File: config.mk
export PLATFORM = sky130hd
export DESIGN_NAME = if_stage
export DESIGN_NICKNAME = d
export VERILOG_FILES = /design/src/rtl/if_stage.sv
export SDC_FILE = /design/constraint.sdc
export NUM_CORES = 1
export LEC_CHECK = 0
export BUFFER_PORTS_ARGS = -buffer_cell sky130_fd_sc_hd__buf_2
export CAP_MARGIN = 20
export CORE_MARGIN = 3
export CORE_UTILIZATION = 52
export CTS_BUF_LIST = sky130_fd_sc_hd__clkbuf_8
export DETAILED_ROUTE_END_ITERATION = 6
export PLACE_DENSITY_LB_ADDON = 0.15
export SYNTH_ARGS = -nofsm -noshare
export SYNTH_HDL_FRONTEND = slang
export SYNTH_SLANG_ARGS = --single-unit
File: constraint.sdc
create_clock -name clk -period 3 [get_ports clk]
set_input_delay 0.3 -clock clk [delete_from_list [all_inputs] [get_ports clk]]
set_output_delay 0.3 -clock clk [all_outputs]
set_load 0.01 [all_outputs]
File: src/rtl/if_stage.sv
// Instruction-fetch stage: PC register, single-outstanding imem fetch FSM,
// one-entry hold buffer for words that arrive while ID is stalled, IF/ID register.
module if_stage #(
  parameter int              XLEN      = 32,
  parameter logic [XLEN-1:0] RESET_PC  = 32'h0000_0000,
  parameter logic [XLEN-1:0] NOP_INSTR = 32'h0000_0013
) (
  input  logic            clk,
  input  logic            rst_n,
  input  logic            pc_write_enable,
  input  logic            if_id_write_enable,
  input  logic            if_id_bubble_en,
  input  logic            ex_s_redirect_en,
  input  logic [XLEN-1:0] ex_s_redirect_pc,
  output logic            imem_req_valid,
  output logic [XLEN-1:0] imem_req_addr,
  input  logic            imem_req_ready,
  input  logic            imem_rsp_valid,
  input  logic [XLEN-1:0] imem_rsp_data,
  output logic            if_id_r_valid,
  output logic [XLEN-1:0] if_id_r_pc,
  output logic [XLEN-1:0] if_id_r_pc_plus4,
  output logic [XLEN-1:0] if_id_r_instr
);

  typedef enum logic [1:0] {S_REQ, S_WAIT, S_KILL} state_t;

  state_t          r_state;
  logic [XLEN-1:0] r_pc;
  logic [XLEN-1:0] r_req_pc;
  logic            r_hold_valid;
  logic [XLEN-1:0] r_hold_pc;
  logic [XLEN-1:0] r_hold_instr;

  logic            w_req_valid;
  logic            w_accept;
  logic            w_deliver;
  logic            w_can_load;
  logic [XLEN-1:0] w_redirect_pc;

  assign w_req_valid   = rst_n & (r_state == S_REQ) & pc_write_enable
                       & ~r_hold_valid & ~ex_s_redirect_en;
  assign w_accept      = w_req_valid & imem_req_ready;
  // Only a response to a live request in S_WAIT is a real instruction.
  assign w_deliver     = (r_state == S_WAIT) & imem_rsp_valid & ~ex_s_redirect_en;
  assign w_can_load    = if_id_write_enable & ~if_id_bubble_en & ~r_hold_valid;
  assign w_redirect_pc = {ex_s_redirect_pc[XLEN-1:2], 2'b00};

  assign imem_req_valid = w_req_valid;
  assign imem_req_addr  = r_pc;

  always_ff @(posedge clk) begin
    if (!rst_n) begin
      r_state  <= S_REQ;
      r_pc     <= RESET_PC;
      r_req_pc <= '0;
    end else begin
      case (r_state)
        S_REQ: if (w_accept) begin
          r_req_pc <= r_pc;
          r_state  <= S_WAIT;
        end
        S_WAIT: begin
          if (imem_rsp_valid)        r_state <= S_REQ;
          else if (ex_s_redirect_en) r_state <= S_KILL;
        end
        S_KILL: if (imem_rsp_valid) r_state <= S_REQ;
        default: r_state <= S_REQ;
      endcase
      if (ex_s_redirect_en) r_pc <= w_redirect_pc;
      else if (w_accept)    r_pc <= r_pc + XLEN'(4);
    end
  end

  always_ff @(posedge clk) begin
    if (!rst_n) begin
      r_hold_valid     <= 1'b0;
      r_hold_pc        <= '0;
      r_hold_instr     <= NOP_INSTR;
      if_id_r_valid    <= 1'b0;
      if_id_r_pc       <= '0;
      if_id_r_pc_plus4 <= '0;
      if_id_r_instr    <= NOP_INSTR;
    end else begin
      if (ex_s_redirect_en) begin
        r_hold_valid <= 1'b0;
      end else if (if_id_write_enable & ~if_id_bubble_en & r_hold_valid) begin
        r_hold_valid <= 1'b0;
      end else if (w_deliver & ~if_id_bubble_en & ~w_can_load) begin
        r_hold_valid <= 1'b1;
        r_hold_pc    <= r_req_pc;
        r_hold_instr <= imem_rsp_data;
      end

      // Bubble keeps the pc fields so ID still sees a sane PC on a NOP.
      if (ex_s_redirect_en | if_id_bubble_en) begin
        if_id_r_valid <= 1'b0;
        if_id_r_instr <= NOP_INSTR;
      end else if (!if_id_write_enable) begin
        if_id_r_valid <= if_id_r_valid;
      end else if (r_hold_valid) begin
        if_id_r_valid    <= 1'b1;
        if_id_r_pc       <= r_hold_pc;
        if_id_r_pc_plus4 <= r_hold_pc + XLEN'(4);
        if_id_r_instr    <= r_hold_instr;
      end else if (w_deliver) begin
        if_id_r_valid    <= 1'b1;
        if_id_r_pc       <= r_req_pc;
        if_id_r_pc_plus4 <= r_req_pc + XLEN'(4);
        if_id_r_instr    <= imem_rsp_data;
      end else begin
        if_id_r_valid <= 1'b0;
        if_id_r_instr <= NOP_INSTR;
      end
    end
  end

endmodule

; ---- Yosys cells after proc, flatten, opt, wreduce, memory -nomap -nowiden
; Index checks and enable logic that the tools add are counted.
[word_totals]
reg_bits = 228
in_bits = 72
out_inout_bits = 130
wordCells = 64
[op_classes]
addsub = 3
n_eq_ne = 5
n_mux = 15
bitwise_logic = 20
reduce_logical = 10
[op_table]
columns = op, n
row1 = two-way mux 32 bit, 8
row2 = "adder 32 x 3 -> 32 bit, second input constant", 3
row3 = bitwise AND 1 bit, 12
row4 = AND reduction 3 bit, 3
row5 = two-way mux 2 bit, 4
row6 = inverter 1 bit, 7
row7 = case mux 2 bit (3 select lines), 1
row8 = "!= test 2 bit, second input constant", 2
row9 = nonzero test 2 bit, 2
row10 = OR reduction 2 bit, 2
row11 = "!= test 3 bit, second input constant", 1
row12 = OR reduction 3 bit, 1
row13 = "== test 2 x 1 -> 1 bit, second input constant", 1
row14 = "== test 2 bit, second input constant", 1
row15 = zero test 2 bit, 1
row16 = two-way mux 1 bit, 2
row17 = AND reduction 2 bit, 1
row18 = bitwise OR 1 bit, 1

; ---- Longest topological paths before layout
[depth]
depth_word = 8
depth_mapped = 12

; ---- Worst setup path after synthesis
; No wires, ideal clock.
[synth_timing]
path_type = register -> register
start = register r_hold_valid
end = register if_id_r_pc_plus4[28]
t_arrival_ns = 2.803
t_required_ns = 2.921
slack_ns = 0.118
path_stages_with_launch = 13
synth_period_minus_slack_ns = 2.882
path_cell_list = dfxtp_1 -> buf_6 -> buf_4 -> buf_2 -> buf_2 -> buf_2 -> mux2_2 -> ha_1 -> inv_1 -> a211oi_4 -> nand4_2 -> or3_1 -> o211ai_1
[synth_between]
elab_chain_cells = 2
word_cells_on_any_way = 3
cone_classes = mux (1) / reduce/logical (2)
[synth_lines]
columns = item, line
row1 = from (decl), 31  ; logic r_hold_valid;
row2 = from (signal assigned), 77  ; r_hold_valid <= 1'b0;
row3 = from (signal assigned), 86  ; r_hold_valid <= 1'b0;
row4 = from (signal assigned), 88  ; r_hold_valid <= 1'b0;
row5 = nonzero test 2 bit (no line), --
row6 = AND reduction 3 bit (no line), --
row7 = to (signal assigned), 104  ; if_id_r_pc_plus4 <= r_hold_pc + XLEN'(4);
row8 = to (signal assigned), 109  ; if_id_r_pc_plus4 <= r_req_pc + XLEN'(4);
row9 = to (decl), 22  ; output logic [XLEN-1:0] if_id_r_pc_plus4,
; Parallel ways exist; a longest one is shown, timed or not.
; A chain may end at the register's enable or synchronous reset.

; ---- Final worst setup path
[layout_timing]
start = register r_hold_valid
end = register if_id_r_pc_plus4[25]
; Same word-level chain as after synthesis.

==> metrics.yaml <==
outcome:
  outcome: "finished clean"
clock_tree:
  cts_hold_buffers: 7
  cts_buffers: 37
  cts.clk_slew.worst_paths_ns: 0.06
  cts-root-buf: "clkbuf_8"
  cts_setup_buffers: 0
  cts_buffer_depth: 3
  cts.sinks: 218
  tritoncts: "built"
  htree_levels: 2
  clock_latency_ns: 0.52
  post_cts_resized: 0
synth:
  yosysWarnings: 0
  ys_seq_elements: 218
  syn_area_um2: 9968
  ys_types: 74
  synthArstFlopShare_pct: 0
  avgSynthCellArea_um2: 8.252
  synth_edf_count: 0
  synth_ff_type: "dfxtp_1"
  synth_cells: 1208
  yosysSeqAreaShare_pct: 43.78
critical_path:
  crit_end: "if_id_r_pc_plus4[25]$_SDFFE_PN0P_"
  path_cells: "buf_4 > nand3_1 > a22oi_1 > nand2_1 > o311a_1 > a311o_1"
  critPathTopFamily: "compound AO/OA/AOI/OAI gates"
  r2r_end: "if_id_r_pc_plus4[25]$_SDFFE_PN0P_"
  worstSetupEndpointType: "flip-flop"
  critical_path_depth: 6
  worstPathRequired_ns: 3.41
  rrSetupSlack_ns: 0.51
  cp_slowest_cell: "dfxtp_4"
  max_stage_delay_ns: 0.59
  worstSetupPathType: "reg -> reg"
  rr_startpoint: "r_hold_valid$_SDFFE_PP0P_"
  crit_path_start: "r_hold_valid$_SDFFE_PP0P_"
  critPathBufInv: 1
  crit_path_start_kind: "flip-flop"
  worst-path-max-fanout: 34
  arrival_ns: 2.90
  reg2reg_depth: 6
final_layout:
  fill_cells: 1700
  final_cell_mix: "nand2_1, dfxtp_1, buf_2, a21oi_1, nor2_1"
  area_delta_synth_final_pct: 18.80
  layout_commonest_cell: "nand2_1"
  drive_above_1_share_pct: 23.37
  nets: 1460
global_routing:
  grt_max_degree: 95
  antenna_found_initial: 0
  grt_overflow: 0
  grt_first_pass_wirelength_um: 42880
  grtUsageTotal_pct: 24.98
  grt_pass1_vias: 8317
timing:
  fmaxAchievable_mhz: 401.8
  finalSetupViolations: 0
  fin_tns_setup_ns: 0
  fin_crit_ns: 2.489
  relSlewSlack_pct: 42.19
  rsz0062_at_grt: "no"
  hold_violations: 0
  tightest_slew_ns: 0.8671
  slew_viol_final: 0
  finClkSkew_ns: 0.01828
  fin_crit_sh_pct: 82.96
run:
  maxCapViolCount: 0
power_and_ir_drop:
  p_leak_nw: 4.425
  p_per_area_nw_per_um2: 488.4
  power.total_mw: 5.783
  irDropWorstVdd_mv: 0.3564
die:
  io-pin-count: 202
  core_um2: 18770
  die_h_um: 144.5
  die_w_um: 144.5
  start_util_pct: 53.11
  design.die.area_um2: 20870
  placementRows: 50
routing:
  drt_pass1_iterations: 7
  drcViolationCount: 0
  drt-initial-drc-count: 802
  via_per_inst: 5.695
  ant_nets: 0
  vias: 9380
  finalWirelength_um: 26900
  routedWlPerCell_um: 16.33
min_path:
  hold_path.class: "in -> reg"
  hold-path-cell-count: 3
place:
  port_buffers: 193
  hpwl_um: 18260
  gp_congestion: 0.8561
metal layers:
| layer | routed length [um] | vias up | GRT usage [%] |
|---|---|---|---|
| li1 | - | 4668 | - |
| met3 | 1904 | 28 | 4.927 |
| met5 | 0 | - | 0 |
| met4 | 340 | 0 | 5.547 |
| met1 | 13000 | 4369 | 39.05 |
| met2 | 11650 | 315 | 35.36 |
area by class of cell:
| class | instances | area, um2 | share of cell area [%] |
|---|---|---|---|
| multi-input cells | 889 | 5165 | 43.61 |
| flip-flops and latches | 218 | 4368 | 36.88 |
| repair buffers | 229 | 1279 | 10.80 |
| clock buffers | 41 | 564.3 | 4.765 |
| well taps | 234 | 292.8 | 2.472 |
| clock inverters | 24 | 127.6 | 1.078 |
| inverters | 11 | 43.79 | 0.3698 |
| diodes | 1 | 2.502 | 0.02113 |
synth_stat cells (all sizes together) (3+ instances only):
cell type	number	area share [%]
o311ai	9	0.79
o211ai	11	0.83
or4	6	0.49
a211oi	33	2.6
nand2	246	9.3
and2	5	0.31
a311o	3	0.30
and4	3	0.26
a21oi	124	6.2
nor3	12	0.72
or3	9	0.58
a31oi	14	0.88
mux2i	30	3.0
mux2	39	4.4
and3	12	0.82
nand4	23	1.7
a221o	3	0.30
dfxtp	218	44
o21ai	32	1.6
inv	10	0.38
nand2b	5	0.31
o311a	4	0.41
xnor2	8	0.70
xor2	5	0.44
o21a	3	0.23
clkbuf	58	2.2
nand3	68	3.6
a22oi	35	2.7
nand3b	15	1.3
nor2	90	3.4
buf	37	2.2
nor4	6	0.38
flip-flops by register name, indices dropped and copies added, names as in the netlist, 2 cells and up:
register / flops
r_state: 2
r_req_pc: 30
r_hold_pc: 30
imem_req_addr: 30
if_id_r_pc: 30
r_hold_instr: 32
if_id_r_instr: 32
if_id_r_pc_plus4: 30
how the worst min path moves through the flow:
| stage | startpoint | to | slack, ns |
|---|---|---|---|
| 3_5_place_dp | if_id_r_pc_plus4[4]$_SDFFE_PN0P_ | if_id_r_pc_plus4[4]$_SDFFE_PN0P_ | 0.44 |
| 4_1_cts | ex_s_redirect_pc[20] | imem_req_addr[20]$_SDFFE_PN0P_ | 0.001 |
| 5_1_grt | imem_rsp_data[2] | r_hold_instr[2]$_SDFFE_PN0P_ | 0.01 |
| 2_1_floorplan | imem_rsp_valid | r_state[1]$_SDFFE_PN0P_ | 0.38 |
| 3_3_place_gp | r_hold_instr[20]$_SDFFE_PN0P_ | r_hold_instr[20]$_SDFFE_PN0P_ | 0.44 |
| 6_report | imem_rsp_data[13] | r_hold_instr[13]$_SDFFE_PN0P_ | 0.03 |
worst register-to-register path: stages, from the launching register on:
cell and delay (ns):
dfxtp_4 0.59, buf_4 0.34, nand3_1 0.13, a22oi_1 0.34, nand2_1 0.29, o311a_1 0.37
a311o_1 0.31
through the flow:
stage | hold WS (ns) | utilization (%) | setup WS, ns | cell area (um2) | cells
3_3_place_gp | 0.4382 | 58.92 | 0.5332 | 11060 | 1573
3_5_place_dp | 0.4415 | 59.03 | 0.5376 | 11080 | 1574
4_1_cts | 0.001136 | 63.09 | 0.5185 | 11840 | 1646
5_1_grt | 0.01138 | 63.09 | 0.3050 | 11840 | 1646
2_1_floorplan | 0.3766 | - | 0.1183 | 9987 | 1213
6_report | 0.02830 | 63.10 | 0.5113 | 11840 | 1647
power by group:
group          leakage, nW  internal, mW  switching (mW)  total [mW]
logic                 2.24         0.123           0.186       0.309
clock network        0.417          1.34            1.16        2.50
registers             1.76          2.93          0.0535        2.98
cells by family (layout without fill, tap and decap cells):
family | after synthesis | in the layout | share of synthesized area [%]
xor+xnor | 13 | 13 | 1.142
mux | 69 | 69 | 7.418
buf+inv | 106 | 305 | 4.820
flops | 218 | 218 | 43.78
compound gates | 290 | 290 | 18.63
other cells | 1 | 7 | 0.03762
fa+ha+maj | 2 | 2 | 0.2510
simple gates | 509 | 509 | 23.92
Power figures use the tool's default switching activity.
